**config.mk**
```make
export PLATFORM = sky130hd
export DESIGN_NAME = cordic_iter
export DESIGN_NICKNAME = d
export VERILOG_FILES = /design/src/rtl/svd_pkg.sv /design/src/rtl/cordic_atan_rom.sv /design/src/rtl/cordic_iter.sv
export SDC_FILE = /design/constraint.sdc
export NUM_CORES = 1
export LEC_CHECK = 0
export CAP_MARGIN = 20
export CORE_AREA = 3 3 206 208
export CTS_CLUSTER_DIAMETER = 60
export DETAILED_ROUTE_END_ITERATION = 6
export DIE_AREA = 0 0 209 211
export DONT_BUFFER_PORTS = 1
export PLACE_DENSITY = 0.57
export RECOVER_POWER = 50
export SLEW_MARGIN = 20
export SYNTH_ARGS = -nofsm -noshare
export SYNTH_HDL_FRONTEND = slang
export SYNTH_SLANG_ARGS = --single-unit
```
**constraint.sdc**
```tcl
create_clock -name clk -period 20.5 [get_ports clk]
set_input_delay 4.1 -clock clk [delete_from_list [all_inputs] [get_ports clk]]
set_output_delay 4.1 -clock clk [all_outputs]
set_load 0.03 [all_outputs]
```
**src/rtl/svd_pkg.sv**
```systemverilog
// Shared constants for the SVD engine CORDIC datapath.
// Angles are Q3.21 (scale 2^21 = 1.0 rad), matching a 24-bit datapath.
// Contents: PI, PI/2, atan(2^-i) table, CORDIC gain K_15, mode encodings.
package svd_pkg;

  // Fractional bits of the angle/coordinate format these constants are built for.
  localparam int ANGLE_FRAC = 21;

  localparam int PI   = 6588397;  // round(pi   * 2^21)
  localparam int PI_2 = 3294199;  // round(pi/2 * 2^21)

  // round(atan(2^-i) * 2^21), i = 0..15
  localparam int ATAN_TAB [16] = '{
    1647099, 972340, 513757, 260791,
    130902,  65515,  32765,  16384,
    8192,    4096,   2048,   1024,
    512,     256,    128,    64
  };

  // Gain of 15 micro-rotations, prod_{i=0..14} sqrt(1 + 2^-2i).
  localparam real K_15_REAL = 1.6467602571;
  localparam int  K_15      = 3453507;  // round(K_15_REAL * 2^21)

  localparam logic MODE_ROT = 1'b0;  // drive z -> 0
  localparam logic MODE_VEC = 1'b1;  // drive y -> 0

endpackage

```
**src/rtl/cordic_atan_rom.sv**
```systemverilog
// Case ROM returning atan(2^-i) in Q3.21 for the current shift index.
// Purely combinational: the angle is valid in the same cycle as shift_bit.
// Ports: shift_bit (iteration index i) -> angle (WIDTH-bit, non-negative).
module cordic_atan_rom
  import svd_pkg::*;
#(
  parameter int WIDTH           = 24,
  parameter int WIDTH_SHIFT_BIT = 4
) (
  input  logic [WIDTH_SHIFT_BIT-1:0] shift_bit,
  output logic [WIDTH-1:0]           angle
);

  always_comb begin
    angle = '0;
    case (shift_bit)
      WIDTH_SHIFT_BIT'(0):  angle = WIDTH'(ATAN_TAB[0]);
      WIDTH_SHIFT_BIT'(1):  angle = WIDTH'(ATAN_TAB[1]);
      WIDTH_SHIFT_BIT'(2):  angle = WIDTH'(ATAN_TAB[2]);
      WIDTH_SHIFT_BIT'(3):  angle = WIDTH'(ATAN_TAB[3]);
      WIDTH_SHIFT_BIT'(4):  angle = WIDTH'(ATAN_TAB[4]);
      WIDTH_SHIFT_BIT'(5):  angle = WIDTH'(ATAN_TAB[5]);
      WIDTH_SHIFT_BIT'(6):  angle = WIDTH'(ATAN_TAB[6]);
      WIDTH_SHIFT_BIT'(7):  angle = WIDTH'(ATAN_TAB[7]);
      WIDTH_SHIFT_BIT'(8):  angle = WIDTH'(ATAN_TAB[8]);
      WIDTH_SHIFT_BIT'(9):  angle = WIDTH'(ATAN_TAB[9]);
      WIDTH_SHIFT_BIT'(10): angle = WIDTH'(ATAN_TAB[10]);
      WIDTH_SHIFT_BIT'(11): angle = WIDTH'(ATAN_TAB[11]);
      WIDTH_SHIFT_BIT'(12): angle = WIDTH'(ATAN_TAB[12]);
      WIDTH_SHIFT_BIT'(13): angle = WIDTH'(ATAN_TAB[13]);
      WIDTH_SHIFT_BIT'(14): angle = WIDTH'(ATAN_TAB[14]);
      WIDTH_SHIFT_BIT'(15): angle = WIDTH'(ATAN_TAB[15]);
      default:              angle = '0;
    endcase
  end

endmodule

```
**src/rtl/cordic_iter.sv**
```systemverilog
// Iterative CORDIC: one shift-add micro-rotation per active clock, rotation or
// vectoring mode, unscaled result (gain K_15) with a one-cycle done pulse.
// Latency 16 active cycles from load to done; start=0 freezes every register.
// Ports: clk/rst_n (sync, active-low); start/sel/shift_bit from the control
// counter; mode, x_in/y_in/z_in sampled on load; x/y/z_out registered results;
// busy while iterating; done pulses when the outputs update.
module cordic_iter
  import svd_pkg::*;
#(
  parameter int WIDTH           = 24,
  parameter int WIDTH_SHIFT_BIT = 4
) (
  input  logic                       clk,
  input  logic                       rst_n,
  input  logic                       start,
  input  logic                       sel,
  input  logic [WIDTH_SHIFT_BIT-1:0] shift_bit,
  input  logic                       mode,
  input  logic [WIDTH-1:0]           x_in,
  input  logic [WIDTH-1:0]           y_in,
  input  logic [WIDTH-1:0]           z_in,
  output logic [WIDTH-1:0]           x_out,
  output logic [WIDTH-1:0]           y_out,
  output logic [WIDTH-1:0]           z_out,
  output logic                       busy,
  output logic                       done
);

  // Shift index of the final micro-rotation (frame slot 2^W - 1).
  localparam logic [WIDTH_SHIFT_BIT-1:0] ITER_LAST =
    WIDTH_SHIFT_BIT'((1 << WIDTH_SHIFT_BIT) - 2);
  localparam logic signed [WIDTH-1:0] PI_W = WIDTH'(PI);

  logic signed [WIDTH-1:0] x_q, x_d, y_q, y_d, z_q, z_d;
  logic [WIDTH-1:0]        x_out_q, x_out_d, y_out_q, y_out_d, z_out_q, z_out_d;
  logic                    mode_q, mode_d;
  logic                    busy_q, busy_d;
  logic                    done_q, done_d;

  logic [WIDTH-1:0]        angle;
  logic signed [WIDTH-1:0] x_shr, y_shr, atan_s;
  logic signed [WIDTH-1:0] x_nxt, y_nxt, z_nxt;
  logic                    d_pos;

  cordic_atan_rom #(
    .WIDTH           (WIDTH),
    .WIDTH_SHIFT_BIT (WIDTH_SHIFT_BIT)
  ) u_atan_rom (
    .shift_bit (shift_bit),
    .angle     (angle)
  );

  // Micro-rotation datapath: three add/sub units steered by the direction d.
  always_comb begin
    x_shr  = x_q >>> shift_bit;
    y_shr  = y_q >>> shift_bit;
    atan_s = $signed(angle);
    d_pos  = (mode_q == MODE_ROT) ? !z_q[WIDTH-1] : y_q[WIDTH-1];
    if (d_pos) begin
      x_nxt = x_q - y_shr;
      y_nxt = y_q + x_shr;
      z_nxt = z_q - atan_s;
    end else begin
      x_nxt = x_q + y_shr;
      y_nxt = y_q - x_shr;
      z_nxt = z_q + atan_s;
    end
  end

  always_comb begin
    x_d     = x_q;
    y_d     = y_q;
    z_d     = z_q;
    x_out_d = x_out_q;
    y_out_d = y_out_q;
    z_out_d = z_out_q;
    mode_d  = mode_q;
    busy_d  = busy_q;
    done_d  = done_q;

    if (start) begin
      // done only lives until the next active cycle.
      done_d = 1'b0;
      if (!sel) begin
        // Load; a load while busy silently restarts the operation.
        mode_d = mode;
        busy_d = 1'b1;
        if (mode == MODE_VEC && x_in[WIDTH-1]) begin
          // Pre-rotate by pi so the vector starts in the right half-plane,
          // where the micro-rotations converge.
          x_d = -$signed(x_in);
          y_d = -$signed(y_in);
          z_d = y_in[WIDTH-1] ? $signed(z_in) - PI_W : $signed(z_in) + PI_W;
        end else begin
          x_d = $signed(x_in);
          y_d = $signed(y_in);
          z_d = $signed(z_in);
        end
      end else if (busy_q) begin
        x_d = x_nxt;
        y_d = y_nxt;
        z_d = z_nxt;
        if (shift_bit == ITER_LAST) begin
          x_out_d = x_nxt;
          y_out_d = y_nxt;
          z_out_d = z_nxt;
          busy_d  = 1'b0;
          done_d  = 1'b1;
        end
      end
    end
  end

  always_ff @(posedge clk) begin
    if (!rst_n) begin
      x_q     <= '0;
      y_q     <= '0;
      z_q     <= '0;
      x_out_q <= '0;
      y_out_q <= '0;
      z_out_q <= '0;
      mode_q  <= 1'b0;
      busy_q  <= 1'b0;
      done_q  <= 1'b0;
    end else begin
      x_q     <= x_d;
      y_q     <= y_d;
      z_q     <= z_d;
      x_out_q <= x_out_d;
      y_out_q <= y_out_d;
      z_out_q <= z_out_d;
      mode_q  <= mode_d;
      busy_q  <= busy_d;
      done_q  <= done_d;
    end
  end

  assign x_out = x_out_q;
  assign y_out = y_out_q;
  assign z_out = z_out_q;
  assign busy  = busy_q;
  assign done  = done_q;

endmodule

```
==> flow_metrics.env <==
export IMPL_status="finished with violations"
export IMPL_violations="capacitance limit, slew limit"
export IMPL_synthTopCellsByCount="nor2_1 (246), a21oi_1 (243), nand2_1 (236)"
export IMPL_worstSetupPathType="in2reg"
export IMPL_netlist_instances=2144
export IMPL_rr_startpoint="x_q[16]$_SDFFE_PN0P_"
export IMPL_fin_area_um2=17100
export IMPL_hold_viol=0
export IMPL_seqPwrFrac=0.257
export IMPL_yosys_warnings=0
export IMPL_hpwl_um=45700
export IMPL_grt_overflow_total=0
export IMPL_async_flop_share=0
export IMPL_cts_root_buf="clkbuf_16"
export IMPL_die_h_um=211
export IMPL_yosys_top_cells_area="dfxtp_1 (18%), ha_1 (8.6%), a21oi_1 (7.5%)"
export IMPL_layout_nets=2246
export IMPL_switchingPower_uw=591
export IMPL_synth_area_um2=16300
export IMPL_cp_slowest_stage_delay_ns=1.59
export IMPL_clkTransAtPathRegs_ns=0.07
export IMPL_fmax_ghz=0.104
export IMPL_area_growth_pct=5.00
export IMPL_synth_top_area_cell="dfxtp_1"
export IMPL_num_antenna_cells=0
export IMPL_yosysMostFrequentCell="nor2_1"
export IMPL_whs_ns=0.463
export IMPL_vias=16300
export IMPL_critPathBufInv=4
export IMPL_rows=74
export IMPL_grt_total_usage=0.272
export IMPL_io_buffers=0
export IMPL_timing_final_crit_share=0.471
export IMPL_avgSynthCellArea_um2=7.60
export IMPL_netlist_area_leader_share=0.181
export IMPL_stdcell_count=2592
export IMPL_maxSlewHeadroom=-0.573
export IMPL_p_int_uw=746
export IMPL_drv_slew=158
export IMPL_pwr_share_comb=0.506
export IMPL_clockBufferDepth=2
export IMPL_grt_max_degree=95
export IMPL_htreeDepth=4
export IMPL_fin_tns_setup_ns=0
export IMPL_drv_cap=4
export IMPL_ys_flop_type="dfxtp_1"
export IMPL_synth_edff_count=0
export IMPL_post_route_util=0.420
export IMPL_crit_fanout=94
export IMPL_placed_cell_area_um2=16600
export IMPL_reg2reg_to="y_out[18]$_SDFFE_PN0P_"
export IMPL_post_place_ws_ns=11.33
export IMPL_swShare=0.442
export IMPL_layout_drive_gt1_share=0.0680
export IMPL_worstRegToRegCells=17
export IMPL_fin_worst_skew_ns=0.0174
export IMPL_die_w_um=209
export IMPL_cts_resized=0
export IMPL_grt_pass1_wl_um=93700
export IMPL_leakage_nw=6.66
export IMPL_clk_latency_ns=0.47
export IMPL_power_density_nw_per_um2=78.1
export IMPL_rsz0062_at_grt="false"
export IMPL_cts_tree="yes"
export IMPL_ys_seq_area_frac=0.181
export IMPL_place_inst=2562
export IMPL_hold_buffers=0
export IMPL_core_region_area_um2=40700
export IMPL_viasPerCell=6.29
export IMPL_cts_sinks=147
export IMPL_post_cts_setup_buffers=0
export IMPL_hold_path_endpoint="z_q[2]$_SDFFE_PN0P_"
export IMPL_critPathRequiredTime_ns=20.87
export IMPL_startpoint_type="primary input"
export IMPL_drt_iter0_markers=1431
export IMPL_dieArea_um2=44100
export IMPL_critPathTopFamily="buffers and inverters"
export IMPL_gp_congestion=0.928
export IMPL_cts_buffers=17
export IMPL_worst_pin_slew_ns=2.36
export IMPL_arrival_ns=10.03
export IMPL_power_mw=1.34
export IMPL_synth_seq_cells=147
export IMPL_worst_slack_ns=10.85
export IMPL_worstSetupEndpointType="register"
export IMPL_pin_count=155
export IMPL_drc=0
export IMPL_hold_class="reg2reg"
export IMPL_synth_fp_nets=2341
export IMPL_drt_pass1_iter_count=5
export IMPL_finalSetupViolCount=0
export IMPL_ant_nets=0
export IMPL_antenna_found_initial=0
export IMPL_wire_per_inst_um=23.8
export IMPL_ys_types=81
export IMPL_crit_path_cell_trace="inv_1 > clkbuf_1 > nand2_1 > clkbuf_1 > nand2_1 > clkbuf_1 > nand2_1 > o31ai_1"
export IMPL_finalWirelength_um=61700
export IMPL_min_path_cells=2
export IMPL_holdCritStartpoint="z_q[2]$_SDFFE_PN0P_"
export IMPL_irDropWorstVdd_mv=0.0656
export IMPL_cpMaxStageDelayCell="clkbuf_1"
export IMPL_grt_pass1_vias=15400
export IMPL_start_util=0.400
export IMPL_period_minus_slack_ns=9.65
export IMPL_r2r_slack_ns=15.01
export IMPL_pwr_share_clk=0.237
[flip-flops by register name, summed over array words and instances (netlist names)]
| name | cells |
|---|---|
| x_out | 24 |
| x_q | 24 |
| y_out | 24 |
| y_q | 24 |
| z_out | 24 |
| z_q | 24 |
| busy | 1 |
| done | 1 |
| mode_q | 1 |
[cell usage in the layout, fill, tap and decap left out, types with 48 or more instances in the layout]
cell     netlist  layout
dfxtp_1      147     147
xnor2_1       97      97
ha_1         112     112
xor2_1        77      77
inv_1         46      48
nand2_1      236     235
o21ai_0      147     147
mux4_2        52      52
a21oi_1      243     242
mux2i_1       56      56
nor3_1        57      57
nor2_1       246     244
[logic make-up after synthesis]
logic type | after synthesis | synth area share
XOR/XNOR | 174 | 0.0935
adder cells (fa/ha/maj) | 116 | 0.0909
AO/OA/AOI/OAI | 663 | 0.254
AND/OR/NAND/NOR | 721 | 0.200
multiplexers | 141 | 0.136
flip-flops | 147 | 0.181
buffers and inverters | 182 | 0.0452
[worst register-to-register path, cell delays in order, from the launching register on]
cell and delay [ns]:
dfxtp_1 0.51, mux4_1 0.64, mux4_1 0.63, a2111oi_4 0.39
a21boi_0 0.35, a21oi_1 0.15, xnor2_1 0.18, ha_1 0.40
a21oi_1 0.09, nor2b_1 0.10, o21ai_0 0.08, a211o_1 0.27
o31a_1 0.14, o31ai_1 0.38, nor2_1 0.09, xor2_1 0.54
o21ai_0 0.18, and2_1 0.25
[routing by layer]
layer	up-vias	GRT usage	share of wire
li1	7629	-	-
met1	7869	0.351	0.42
met2	699	0.445	0.46
met3	116	0.0596	0.082
met4	0	0.108	0.037
met5	-	0	0
[power groups by stage]
stage	Combinational (mW)	Sequential [mW]	Clock, mW
2_1_floorplan	0.511	0.325	0
3_3_place_gp	0.657	0.348	0
3_5_place_dp	0.662	0.348	0
4_1_cts	0.667	0.341	0.325
5_1_grt	0.738	0.344	0.334
6_report	0.676	0.343	0.317
[cell type report]
class | count | area (µm²)
fill | 4286 | 23600
multi-input combinational | 1815 | 12600
sequential | 147 | 2940
tap | 532 | 666
clock buffer | 22 | 484
inverter | 52 | 198
timing repair buffer | 16 | 105
clock inverter | 8 | 77.6
[worst max-delay path by stage]
stage                       from                      to  slack (ns)  depth (start not counted)
floorplan           shift_bit[3]  y_out[23]$_SDFFE_PN0P_       10.85                         26
global placement    shift_bit[1]    x_q[19]$_SDFFE_PN0P_       11.41                         17
CTS                 shift_bit[1]    x_q[19]$_SDFFE_PN0P_       11.81                         17
detailed placement  shift_bit[1]    x_q[19]$_SDFFE_PN0P_       11.33                         17
global route                 sel    x_q[21]$_SDFFE_PN0P_       10.82                          8
finish                       sel    x_q[21]$_SDFFE_PN0P_       10.85                          8
Note: power is estimated with default switching activity, not from simulation.
